File: src/rtl/hangman_pkg.sv
// Shared Hangman definitions: key codes, controller state encoding and mask helpers.
// The keyboard decoder and the guess controller both use these code constants.
package hangman_pkg;

  localparam logic [4:0] LETTER_A  = 5'd0;
  localparam logic [4:0] LETTER_Z  = 5'd25;
  localparam logic [4:0] KEY_ENTER = 5'd26;
  localparam logic [4:0] KEY_NONE  = 5'd27;

  localparam int MASK_W = 26;

  typedef enum logic [2:0] {
    ST_IDLE        = 3'd0,
    ST_WAIT_KEY    = 3'd1,
    ST_ISSUE       = 3'd2,
    ST_WAIT_RESULT = 3'd3,
    ST_OVER        = 3'd4
  } state_t;

  // One-hot mask position for a letter code; callers guarantee code <= LETTER_Z.
  function automatic logic [MASK_W-1:0] letter_bit(input logic [4:0] code);
    return {{(MASK_W-1){1'b0}}, 1'b1} << code;
  endfunction

endpackage

File: src/rtl/key_event_detect.sv
// Registers the decoder's held-key level and code, then turns the level into a
// single event on the first cycle a key is seen held.
module key_event_detect
  import hangman_pkg::*;
(
  input  logic       clk,
  input  logic       reset,
  input  logic       pressed,
  input  logic [4:0] letter,
  output logic       key_event,
  output logic [4:0] letter_q
);

  logic pressed_q;
  logic pressed_q2;

  // Two-stage level pipeline; the code travels alongside the first stage.
  always_ff @(posedge clk or negedge reset) begin
    if (!reset) begin
      pressed_q  <= 1'b0;
      pressed_q2 <= 1'b0;
      letter_q   <= KEY_NONE;
    end else begin
      pressed_q  <= pressed;
      pressed_q2 <= pressed_q;
      letter_q   <= letter;
    end
  end

  assign key_event = pressed_q & ~pressed_q2;

endmodule

File: src/rtl/guess_controller.sv
// Hangman guess sequencer: turns key events into guess requests to the word
// matcher, tracks the guessed-letter mask and misses, and decides win/lose.
module guess_controller
  import hangman_pkg::*;
#(
  parameter int MAX_MISSES = 6,
  parameter int MW         = $clog2(MAX_MISSES + 1)
) (
  input  logic              clk,
  input  logic              reset,
  input  logic              pressed,
  input  logic [4:0]        letter,
  output logic              guess_req,
  output logic [4:0]        guess_letter,
  input  logic              result_valid,
  input  logic              result_hit,
  input  logic              result_solved,
  output logic              new_game,
  output logic [MASK_W-1:0] guessed_mask,
  output logic [MW-1:0]     misses,
  output logic              playing,
  output logic              won,
  output logic              lost,
  output logic              dup_pulse
);

  logic        key_event;
  logic [4:0]  letter_q;
  state_t      state;
  state_t      state_nxt;
  logic              guess_req_nxt;
  logic [4:0]        guess_letter_nxt;
  logic              new_game_nxt;
  logic [MASK_W-1:0] mask_nxt;
  logic [MW-1:0]     misses_nxt;
  logic              playing_nxt;
  logic              won_nxt;
  logic              lost_nxt;
  logic              dup_nxt;
  logic              enter_evt;
  logic              letter_evt;

  key_event_detect u_key (
    .clk       (clk),
    .reset     (reset),
    .pressed   (pressed),
    .letter    (letter),
    .key_event (key_event),
    .letter_q  (letter_q)
  );

  assign enter_evt  = key_event && (letter_q == KEY_ENTER);
  assign letter_evt = key_event && (letter_q <= LETTER_Z);

  // State and every output are registered together so outputs never glitch.
  always_ff @(posedge clk or negedge reset) begin
    if (!reset) begin
      state        <= ST_IDLE;
      guess_req    <= 1'b0;
      guess_letter <= 5'd0;
      new_game     <= 1'b0;
      guessed_mask <= {MASK_W{1'b0}};
      misses       <= {MW{1'b0}};
      playing      <= 1'b0;
      won          <= 1'b0;
      lost         <= 1'b0;
      dup_pulse    <= 1'b0;
    end else begin
      state        <= state_nxt;
      guess_req    <= guess_req_nxt;
      guess_letter <= guess_letter_nxt;
      new_game     <= new_game_nxt;
      guessed_mask <= mask_nxt;
      misses       <= misses_nxt;
      playing      <= playing_nxt;
      won          <= won_nxt;
      lost         <= lost_nxt;
      dup_pulse    <= dup_nxt;
    end
  end

  // Next-state and next-output decode.
  always_comb begin
    state_nxt        = state;
    guess_letter_nxt = guess_letter;
    new_game_nxt     = 1'b0;
    mask_nxt         = guessed_mask;
    misses_nxt       = misses;
    won_nxt          = won;
    lost_nxt         = lost;
    dup_nxt          = 1'b0;
    case (state)
      ST_IDLE, ST_OVER: begin
        if (enter_evt) begin
          new_game_nxt = 1'b1;
          mask_nxt     = {MASK_W{1'b0}};
          misses_nxt   = {MW{1'b0}};
          won_nxt      = 1'b0;
          lost_nxt     = 1'b0;
          state_nxt    = ST_WAIT_KEY;
        end else begin
          state_nxt = state;
        end
      end
      ST_WAIT_KEY: begin
        if (letter_evt) begin
          if ((guessed_mask & letter_bit(letter_q)) != {MASK_W{1'b0}}) begin
            dup_nxt = 1'b1;
          end else begin
            guess_letter_nxt = letter_q;
            mask_nxt         = guessed_mask | letter_bit(letter_q);
            state_nxt        = ST_ISSUE;
          end
        end else begin
          state_nxt = ST_WAIT_KEY;
        end
      end
      ST_ISSUE: begin
        state_nxt = ST_WAIT_RESULT;
      end
      ST_WAIT_RESULT: begin
        if (result_valid) begin
          if (result_solved) begin
            won_nxt   = 1'b1;
            state_nxt = ST_OVER;
          end else if (result_hit) begin
            state_nxt = ST_WAIT_KEY;
          end else begin
            // Saturating increment; the round ends the moment the limit is hit.
            if (misses < MW'(MAX_MISSES)) begin
              misses_nxt = misses + MW'(1);
            end else begin
              misses_nxt = misses;
            end
            if (misses_nxt == MW'(MAX_MISSES)) begin
              lost_nxt  = 1'b1;
              state_nxt = ST_OVER;
            end else begin
              state_nxt = ST_WAIT_KEY;
            end
          end
        end else begin
          state_nxt = ST_WAIT_RESULT;
        end
      end
      default: begin
        state_nxt = ST_IDLE;
      end
    endcase
    guess_req_nxt = (state_nxt == ST_WAIT_RESULT);
    playing_nxt   = (state_nxt == ST_WAIT_KEY) || (state_nxt == ST_ISSUE) ||
                    (state_nxt == ST_WAIT_RESULT);
  end

endmodule
File: config.mk
export PLATFORM = sky130hd
export DESIGN_NAME = guess_controller
export DESIGN_NICKNAME = d
export VERILOG_FILES = /design/src/rtl/hangman_pkg.sv /design/src/rtl/key_event_detect.sv /design/src/rtl/guess_controller.sv
export SDC_FILE = /design/constraint.sdc
export NUM_CORES = 1
export LEC_CHECK = 0
export ABC_AREA = 1
export BUFFER_PORTS_ARGS = -buffer_cell sky130_fd_sc_hd__clkbuf_2
export CAP_MARGIN = 20
export CORE_ASPECT_RATIO = 0.8
export CORE_MARGIN = 5
export CORE_UTILIZATION = 30
export CTS_BUF_LIST = sky130_fd_sc_hd__clkbuf_4 sky130_fd_sc_hd__clkbuf_8 sky130_fd_sc_hd__clkbuf_16
export DETAILED_ROUTE_END_ITERATION = 7
export PLACE_DENSITY = 0.51
export SLEW_MARGIN = 10
export SYNTH_ARGS = -nofsm -noshare
export SYNTH_HDL_FRONTEND = slang
export SYNTH_HIERARCHICAL = 1
export SYNTH_SLANG_ARGS = --single-unit
File: constraint.sdc
create_clock -name clk -period 4.34 [get_ports clk]
set_input_delay 0 -clock clk [delete_from_list [all_inputs] [get_ports clk]]
set_output_delay 0 -clock clk [all_outputs]
set_load 0.005 [all_outputs]
; ---- Yosys cells after proc, flatten, opt, wreduce, memory -nomap -nowiden
; Index checks and enable logic that the tools add are counted.
[op_classes]
n_addsub = 1
magnitude_cmp = 2
eq_ne = 17
n_shift = 1
mux = 36
bitwise_logic = 5
n_reduce_logical = 14
[ops]
columns = cell, count
row1 = $mux W26, 3
row2 = $pmux W26 S2, 1
row3 = $mux W3, 16
row4 = $and A26 B26 Y26, 1
row5 = $or A26 B26 Y26, 1
row6 = $reduce_bool A26 Y1, 1
row7 = $shl A1 B5 Y26 const A, 1
row8 = $ne A2 B2 Y1 const B, 8
row9 = $eq A3 B2 Y1 const B, 4
row10 = $mux W1, 12
row11 = $pmux W3 S4, 1
row12 = $reduce_and A4 Y1, 2
row13 = $eq A3 B1 Y1 const B, 2
row14 = $eq A3 B3 Y1 const B, 2
row15 = $pmux W3 S2, 1
row16 = $reduce_and A6 Y1, 1
row17 = $eq A5 B5 Y1 const B, 1
row18 = $le A5 B5 Y1 const B, 1
row19 = $reduce_and A5 Y1, 1
row20 = $pmux W1 S2, 2
row21 = $reduce_bool A2 Y1, 2
row22 = $add A3 B1 Y3 const B, 1
row23 = $logic_not A3 Y1, 1
row24 = $lt A3 B3 Y1 const B, 1
row25 = other kinds (6), 9
[totals]
ff_bits = 50
input_bits = 11
output_inout_bits = 40
wordCells = 89

; ---- Depth between registers and ports, before layout
; Gate-level depths: netlist of run 1.
[depth]
word_depth = 15
mapped_depth = 15
mapped_depth_nobuf = 13

; ---- Hierarchy
; Netlist of run 1, hierarchy kept.
[modules_own_cells]
columns = mod, instances, cells_each, area_per_inst_um2, seq_area_each_um2
row1 = guess_controller, 1, 366, 2556.2, 1076.0
row2 = key_event_detect, 1, 9, 190.2, 180.2

; ---- Worst setup path before layout of run 1
; OpenSTA, ideal clock, no wires.
[synth_timing]
kind = reg2reg
from = register u_key.letter_q[3]
to = register guessed_mask[22]
setup_ns = 0.117
arrival_ns = 1.816
required_time_ns = 4.223
setup_slack_ns = 2.407
path_stages_with_launch = 15
n_path_buf = 3
synth_period_minus_slack_ns = 1.933
path_cell_list = dfstp_2 > buf_4 > inv_2 > buf_2 > nand3_2 > nor2_1 > nor2_1 > nand3_1 > nor2_2 > nand3_1 > nand2_4 > nand2_4 > buf_6 > nand2_1 > nand2_1
[synth_via]
elab_chain_cells = 5
elab_cells_between_ends = 15
classes_between = order compare (1) / eq/ne (4) / shift (1) / mux (3) / bitwise (2) / reduce/logical (4)
[synth_rtl]
columns = element, line_no
row1 = from (decl), key_event_detect.sv:11  ; output logic [4:0] letter_q
row2 = from (signal assigned), key_event_detect.sv:26  ; letter_q <= letter;
row3 = $shl A1 B5 Y26, hangman_pkg.sv:22  ; return {{(MASK_W-1){1'b0}}, 1'b1} << code;
row4 = $and A26 B26 Y26 / $or A26 B26 Y26 (equally long branches), "guess_controller.sv:107, guess_controller.sv:111"
row5 = $reduce_bool A26 Y1 / $mux W26 (equally long branches), guess_controller.sv:107  ; if ((guessed_mask & letter_bit(letter_q)) != {MASK_W{1'b0}}) begin
row6 = $ne A2 B2 Y1 (no line) / $mux W26 (equally long branches), n/a
row7 = $reduce_and A4 Y1 (no line) / $pmux W26 S2 (equally long branches), n/a
row8 = to (signal assigned), guess_controller.sv:62  ; guessed_mask <= {MASK_W{1'b0}};
row9 = to (signal assigned), guess_controller.sv:73  ; guessed_mask <= mask_nxt;
row10 = to (decl), guess_controller.sv:19  ; output logic [MASK_W-1:0] guessed_mask,
; Several ways; a longest one is shown, not always the timed one. The select of a mux whose other input is x is not followed.
; A chain may end at the register's enable or synchronous reset.

; ---- Final worst setup path of run 1
[layout_timing]
from = register u_key.letter_q[4]
to = register guessed_mask[18]
; Same word-level chain as after synthesis.

==> results of run 1 <==
==> worst paths after layout <==
kind	from	end	slack, ps	cells past startpoint
max	u_key/letter_q[4]$_DFF_PN1_	guessed_mask[18]$_DFFE_PN0P_	1820	13
min	result_hit	state[2]$_DFF_PN0_	80	4
max reg2reg	u_key/letter_q[4]$_DFF_PN1_	guessed_mask[18]$_DFFE_PN0P_	1820	13
min reg2reg	u_key/pressed_q$_DFF_PN0_	u_key/pressed_q2$_DFF_PN0_	380	0
max in group asynchronous	reset	guessed_mask[4]$_DFFE_PN0P_	3550	3
min in group asynchronous	reset	misses[1]$_DFFE_PN0P_	370	3
==> stage by stage <==
step                      utilization [%]  instance area (sq um)  power [mW]
after detailed placement            33.86                   3047       1.221
after CTS                           36.64                   3297       1.685
after global routing                36.64                   3297       1.777
after floorplan                         -                   2746       1.073
final                               36.64                   3297       1.656
after global placement              33.86                   3047       1.212
==> state kept, by name, summed over array words and instances, names as in the netlist <==
name,flops
playing,1
guess_letter,5
dup_pulse,1
guess_req,1
lost,1
u_key/letter_q,5
new_game,1
u_key/pressed_q,1
won,1
guessed_mask,26
state,3
u_key/pressed_q2,1
misses,3
==> power breakdown <==
group,total [mW],switching [mW],internal (mW)
combinational,0.585,0.418,0.168
sequential,0.622,0.0709,0.551
clock,0.448,0.170,0.279
total,1.66,0.659,0.997
==> logic make-up after synthesis <==
kind of cell | Yosys count
AOI/OAI and AO/OA | 37
DFF | 50
and+or+nand+nor | 231
xor gates and xnor gates | 1
adders and majority gates | 1
buffers and inverters | 55
==> routing by layer <==
metal,vias to the layer above,track usage [%]
li1,1305,-
met1,1157,20.38
met2,73,19.51
met3,8,2.348
met4,0,3.725
met5,-,0
==> layout by cell type, fill, tap and decap left out, drive strengths merged <==
cell,netlist,routed
ha,1,1
o21a,6,6
buf,11,1
o21ai,16,16
xor2,1,1
dfrtp,46,46
nand4,10,10
clkinv,1,1
nand3b,2,2
nor3,7,7
bufinv,0,1
nand3,46,46
clkbuf,5,56
nand2,105,105
nor2,60,60
a21oi,13,13
inv,38,38
o22ai,1,1
clkinvlp,0,1
a31oi,1,1
dfstp,4,4
nand2b,1,1
dlygate4sd3,0,8
==> layout make-up <==
type / count / area (sq um) / share of cell area (%)
clock inverters: 2 / 37.54 / 1.139
multi-input cells: 270 / 1242 / 37.68
inverters: 39 / 146.4 / 4.440
well taps: 115 / 143.9 / 4.364
repair buffers: 59 / 337.8 / 10.25
clock buffers: 6 / 132.6 / 4.023
flip-flops and latches: 50 / 1256 / 38.10
==> worst register-to-register path: cells and delay by family (launching register included) <==
family	cells	cell delay [ps]
buf+inv	2	250
simple gates	11	1470
flops	1	700
==> timing repair <==
item	4_1_cts	5_1_grt
endpoints found under the hold margin	53	0
gates resized for setup	0	0
hold buffers	8	0
==> key figures, run 1 <==
Die
  • Row cnt: 31
  • Area of the core: 8999 sq um
  • Die Y: 95.58 um
  • IO Pins: just over 50
  • DIE AREA: approximately 11000 sq um
  • Starting Density: 30.52%
  • Die Wd: ~120 um

Critical path
  • Worst Path Arrival: approximately 2700 ps
  • CP required: around 4500 ps
  • CP startpoint kind: register
  • Critical path class: register to register
  • Crit end category: register
  • CP Buf/Inv Count: 2
  • Critical path's largest stage delay: around 700 ps
  • Slowest CP cell: dfstp_2
  • Top Family by Delay on Critical Path: simple AND/OR/NAND/NOR gates
  • CP max FO: 27
  • Critical-path cell list: inv_2 -> nand2_4 -> inv_2 -> nand2_1 -> nor2_1 -> nor2_1 -> nand3_1 -> nor2_2 -> nand3_1 -> nand2_4 -> nand2_4 -> nand2_1 -> nand2_1

STA
  • Fmax: 396.8 MHz
  • Final min period: between 2000 and 3000 ps
  • Final Cycle Share: 58.07%
  • Worst Tran Pin Value: 639.6 ps
  • Final setup viols: 0
  • Hold slack: 78.38 ps
  • Final hold violations: 0
  • Clock Skews: ~3.3 ps
  • Slew Limit Fails: 0
  • Setup slack after layout: approximately 1800 ps
  • Max-slew headroom: about 57%
  • RSZ-0062 raised after global routing: false
  • TNS Setup: 0 ps

Yosys
  • Cell with the most instances after synthesis: nand2_1
  • Asr flop ratio synth: 100.0%
  • Register area share after synthesis: 45.74%
  • Average size of a mapped cell: around 7.3 sq um
  • Synth Cell Area: 2746 sq um
  • Synth Area in XOR/XNOR: 0.3189%
  • YS warnings: 6
  • Mux cell area share after synthesis: 0%
  • Syn nets: 387
  • Largest area contributor in the netlist: dfrtp_1
  • Area contributors post-synth: dfrtp_1 42%, nand2_1 14%, nand3_1 8.2%, nor2_1 7.5%, inv_1 4.2%
  • Post-synthesis cell count: ~380
  • Synth Area in Adders: less than 1%
  • Number of flops mapped to enable cells by yosys: 0
  • Netlist cell types: 28
  • Compound-Gate Fraction of Synth Area: between 7 and 8%
  • FF+latch count, synth: 50
  • Main flop type after synthesis: dfrtp_1
  • Share of the synthesized area in the top cell type: between 40% and 50%
  • Largest family of logic cells by synthesized area: simple AND/OR/NAND/NOR gates
  • Top cells by count, synth: 102 x nand2_1, 55 x nor2_1, 46 x dfrtp_1
  • Post-Synth Simple-Gate Area: a little under two fifths

Power and ir drop
  • Worst VDD drop: approximately 0.30 mV
  • P_leak: between 1.5 and 2 nW
  • Power per cell area: 502.2 nW/um^2

Clock network
  • Setup Fix Bufs, Post-CTS: 0
  • CTS Sinks: 50
  • Clock Path Buffers: 2
  • Root buffer cell: clkbuf_16
  • Clk_lat worst skew: just under 300 ps
  • Htree depth: 2
  • Num CTS Buffers: 5
  • CTS tree: built
  • Reg clk slew, reported paths: roughly 70 ps

Global route
  • Largest net degree at the start of global routing: just over 50
  • Antenna violations before repair: 0
  • Vias in the first global route: 2388
  • Grt total ovfl: 0
  • GRT Overall Usage: a little over an eighth
  • First-pass GRT wire length: 11.86 mm

Drt
  • DR iter-0 viols: between 150 and 200
  • DRC: 0
  • Final WL: between 7 and 8 mm
  • Wire per inst: approximately 13 um
  • Drt first pass iters: 4
  • Antenna-violating nets left: 0
  • Vias: around 2.5k
  • Vias/cell: approximately 4.7
  • M1 WL: approximately 3.7 mm
  • Highest Signal Layer: met4
  • Met3 WL: about 450 um
  • Met2 wire len: 2.924 mm

Flow run
  • Maxcap violations: 0

Placed design
  • IO buf count: 50
  • DP Wirelength: about 5.3 mm
  • Setup Slack @ Placement: 1840 ps
  • RD Place Congestion: 0.8534
  • Cells after DPL: about 530

Cells and area
  • Fillers: between 900 and 1k
  • Share of cells above drive strength 1: 19.01%
  • Finished Layout Cells: ~540
  • Area growth syn-to-layout: 20.05%
  • Diode count: 0
  • Final nets: roughly 440

Hold path
  • Hold Path Class: primary input to register

Run status
  • Status: finished clean
Note: power is estimated with default switching activity, not from simulation.
==> run 2: changes to the inputs <==
- ABC_AREA: 1 -> 0
- PLACE_DENSITY: 0.51 -> 0.52
- clock period: 4.34 -> 2.63 ns (I/O delays scaled with it)
==> key figures, run 2 <==
Run status
  • Status: finished clean

Clock network
  • CTS tree: built
  • Root buffer cell: clkbuf_8
  • Num CTS Buffers: 5
  • Clock Path Buffers: 2
  • Clk_lat worst skew: 300 ps
  • Htree depth: 2
  • CTS Sinks: 50
  • Reg clk slew, reported paths: 90 ps

Power and ir drop
  • Clock share of power: a little over a fifth
  • Switching share of power: 32.07%
  • Pint: around 1.5 mW
  • Gate power share: between 20% and 30%
  • P_leak: about 1.4 nW
  • Power per cell area: 734.8 nW/um^2
  • Seq pwr share: between 40% and 50%
  • Worst VDD drop: roughly 0.23 mV
  • NetSw: ~0.72 mW

Yosys
  • Syn nets: roughly 230
  • Register area share after synthesis: a little over half
  • Cell with the most instances after synthesis: dfrtp_1
  • Average size of a mapped cell: approximately 11 sq um
  • FF+latch count, synth: 50
  • Synth Cell Area: about 2400 sq um
  • Main flop type after synthesis: dfrtp_1
  • Number of flops mapped to enable cells by yosys: 0
  • Area contributors post-synth: dfrtp_1 48%, a32o_1 5.8%, dfstp_2 4.4%, o21ai_0 3.1%, nand2_1 3.0%
  • Asr flop ratio synth: 100.0%
  • Share of the synthesized area in the top cell type: between 40% and 50%
  • YS warnings: 6
  • Netlist cell types: 53
  • Top cells by count, synth: 46 x dfrtp_1, 19 x nand2_1, 15 x o21ai_0
  • Largest area contributor in the netlist: dfrtp_1
  • Post-synthesis cell count: about 220

STA
  • Final Cycle Share: slightly above 90%
  • Final min period: 2459 ps
  • Fmax: between 400 and 500 MHz
  • TNS Setup: 0 ps
  • Slew Limit Fails: 0
  • Final hold violations: 0
  • Max-slew headroom: 55.14%
  • RSZ-0062 raised after global routing: false
  • Clock Skews: 7.681 ps
  • Worst Tran Pin Value: 672.8 ps
  • Final setup viols: 0
  • Hold slack: 46.62 ps

Cells and area
  • Finished Layout Cells: between 400 and 500
  • Diode count: 0
  • Most frequent cells in the layout: 50 x clkbuf_2, 46 x dfrtp_1, 19 x nand2_1, 18 x buf_4, 15 x o21ai_0
  • Area growth syn-to-layout: 27.05%
  • Biggest regs: guessed_mask: 26 flops, guess_letter: 5 flops, u_key/letter_q: 5 flops
  • Share of cells above drive strength 1: approximately a third
  • Largest Register: guessed_mask
  • Finished Cell Area: around 3100 sq um
  • Final nets: slightly above 300
  • Flip-flop count of the largest register after layout: 26
  • Commonest non-fill, non-tap cell in the layout: clkbuf_2

Critical path
  • Critical-path cell list: buf_4 -> mux2_2 -> a32oi_1 -> a2bb2oi_1 -> nand2_1 -> nor3_4 -> buf_12 -> mux2_2
  • Reg2reg end: guess_letter[0]$_DFFE_PN0P_
  • CP max FO: 12
  • Critical path's largest stage delay: 610 ps
  • Setup slack, reg-to-reg: ~170 ps
  • CP required: 2820 ps
  • CP Buf/Inv Count: 2
  • CP startpoint kind: register
  • Worst r2r src: u_key/letter_q[0]$_DFF_PN1_
  • Worst path most repeated cell: mux2_2
  • Slowest CP cell: dfstp_2
  • Worst Path Arrival: around 2700 ps
  • Top Family by Delay on Critical Path: multiplexers
  • Crit end category: register
  • Critical path class: register to register
  • Worst R2R Path Depth: 8

Global route
  • Largest net degree at the start of global routing: 28
  • Antenna violations before repair: 0
  • First-pass GRT wire length: approximately 11 mm
  • Vias in the first global route: roughly 2k
  • GRT Overall Usage: around 14%
  • Grt total ovfl: 0

Die
  • Starting Density: between 30% and 40%
  • DIE AREA: 9955 sq um
  • Die Y: about 90 um
  • Row cnt: 29
  • IO Pins: a little over 50
  • Die Wd: approximately 110 um
  • Area of the core: 7874 sq um

Hold path
  • Hold Path Class: primary input to register
  • Hold endpoint: state[2]$_DFF_PN0_
  • Hold-critical path depth: 3
  • Hold path startpoint: result_solved

Drt
  • Antenna-violating nets left: 0
  • Final WL: between 6 and 7 mm
  • Vias: slightly above 2k
  • DRC: 0
  • Vias/cell: between 5 and 6
  • Drt first pass iters: 5
  • DR iter-0 viols: between 100 and 150
  • Wire per inst: about 17 um

Placed design
  • IO buf count: 50
  • DP Wirelength: around 5.0 mm
  • RD Place Congestion: between 0.8 and 0.9
  • Placed cell area: between 2000 and 3000 sq um
  • Cells after DPL: approximately 380

Flow run
  • Maxcap violations: 0
-- run 2: area by class of cell --
class                           count  area, sq um
Clock buffer                        7        90.09
Clock inverter                      1        5.005
Fill cell                         809         4806
Inverter                            7        26.28
Multi-Input combinational cell    151         1070
Sequential cell                    50         1256
Tap cell                          108        135.1
Timing Repair Buffer               77        485.5
-- run 2: logic make-up after synthesis --
logic type	after synthesis	synth area share, %
mux	9	4.870
compound gates	61	18.76
buf+inv	20	3.938
fa+ha+maj	1	0.5181
flops	50	52.02
simple gates	80	19.90
-- run 2: timing repair --
| action | 4_1_cts | 5_1_grt |
|---|---|---|
| buffers inserted | 3 | 0 |
| hold endpoints to repair | 32 | 0 |
| endpoints found under the setup margin | 4 | 4 |
| hold buffers | 8 | 0 |
| resized for setup | 0 | 1 |
| pin swaps | 1 | 0 |
-- run 2: through the flow --
stage               utilization, %  total power, mW  setup WS (ps)
floorplan                        -            1.469          246.7
global placement             36.21            1.783          8.981
detailed placement           36.21            1.786         -69.89
CTS                          38.88            2.290          114.2
global route                 38.96            2.413          47.79
finish                       38.96            2.254          170.9
-- run 2: worst max path at each step --
stage | to | cells past startpoint | from | slack (ps)
floorplan | guess_letter[2]$_DFFE_PN0P_ | 7 | u_key/letter_q[0]$_DFF_PN1_ | 250
global placement | guess_letter[0]$_DFFE_PN0P_ | 7 | u_key/letter_q[0]$_DFF_PN1_ | 9
detailed placement | guess_letter[0]$_DFFE_PN0P_ | 7 | u_key/letter_q[0]$_DFF_PN1_ | -70
CTS | guess_letter[0]$_DFFE_PN0P_ | 8 | u_key/letter_q[0]$_DFF_PN1_ | 110
global route | guess_letter[0]$_DFFE_PN0P_ | 8 | u_key/letter_q[0]$_DFF_PN1_ | 50
finish | guess_letter[0]$_DFFE_PN0P_ | 8 | u_key/letter_q[0]$_DFF_PN1_ | 170
-- run 2: per-layer routing --
metal | routed length (um) | track usage (%) | up-vias
li1 | - | - | 965
met4 | 80 | 3.692 | 0
met3 | 410 | 2.937 | 6
met1 | 3418 | 22.23 | 988
met2 | 2736 | 19.29 | 54
met5 | 0 | 0 | -
-- run 2: power by group through the flow --
| stage | combinational, mW | clock, mW | sequential, mW |
|---|---|---|---|
| floorplan | 0.386 | 0 | 1.08 |
| global placement | 0.645 | 0 | 1.14 |
| detailed placement | 0.652 | 0 | 1.13 |
| CTS | 0.677 | 0.494 | 1.12 |
| global route | 0.750 | 0.517 | 1.15 |
| finish | 0.665 | 0.473 | 1.12 |
-- run 2: worst min-delay path: stages --
cell and delay, ps:
clkbuf_2 110, a21oi_1 60, o21ai_0 150
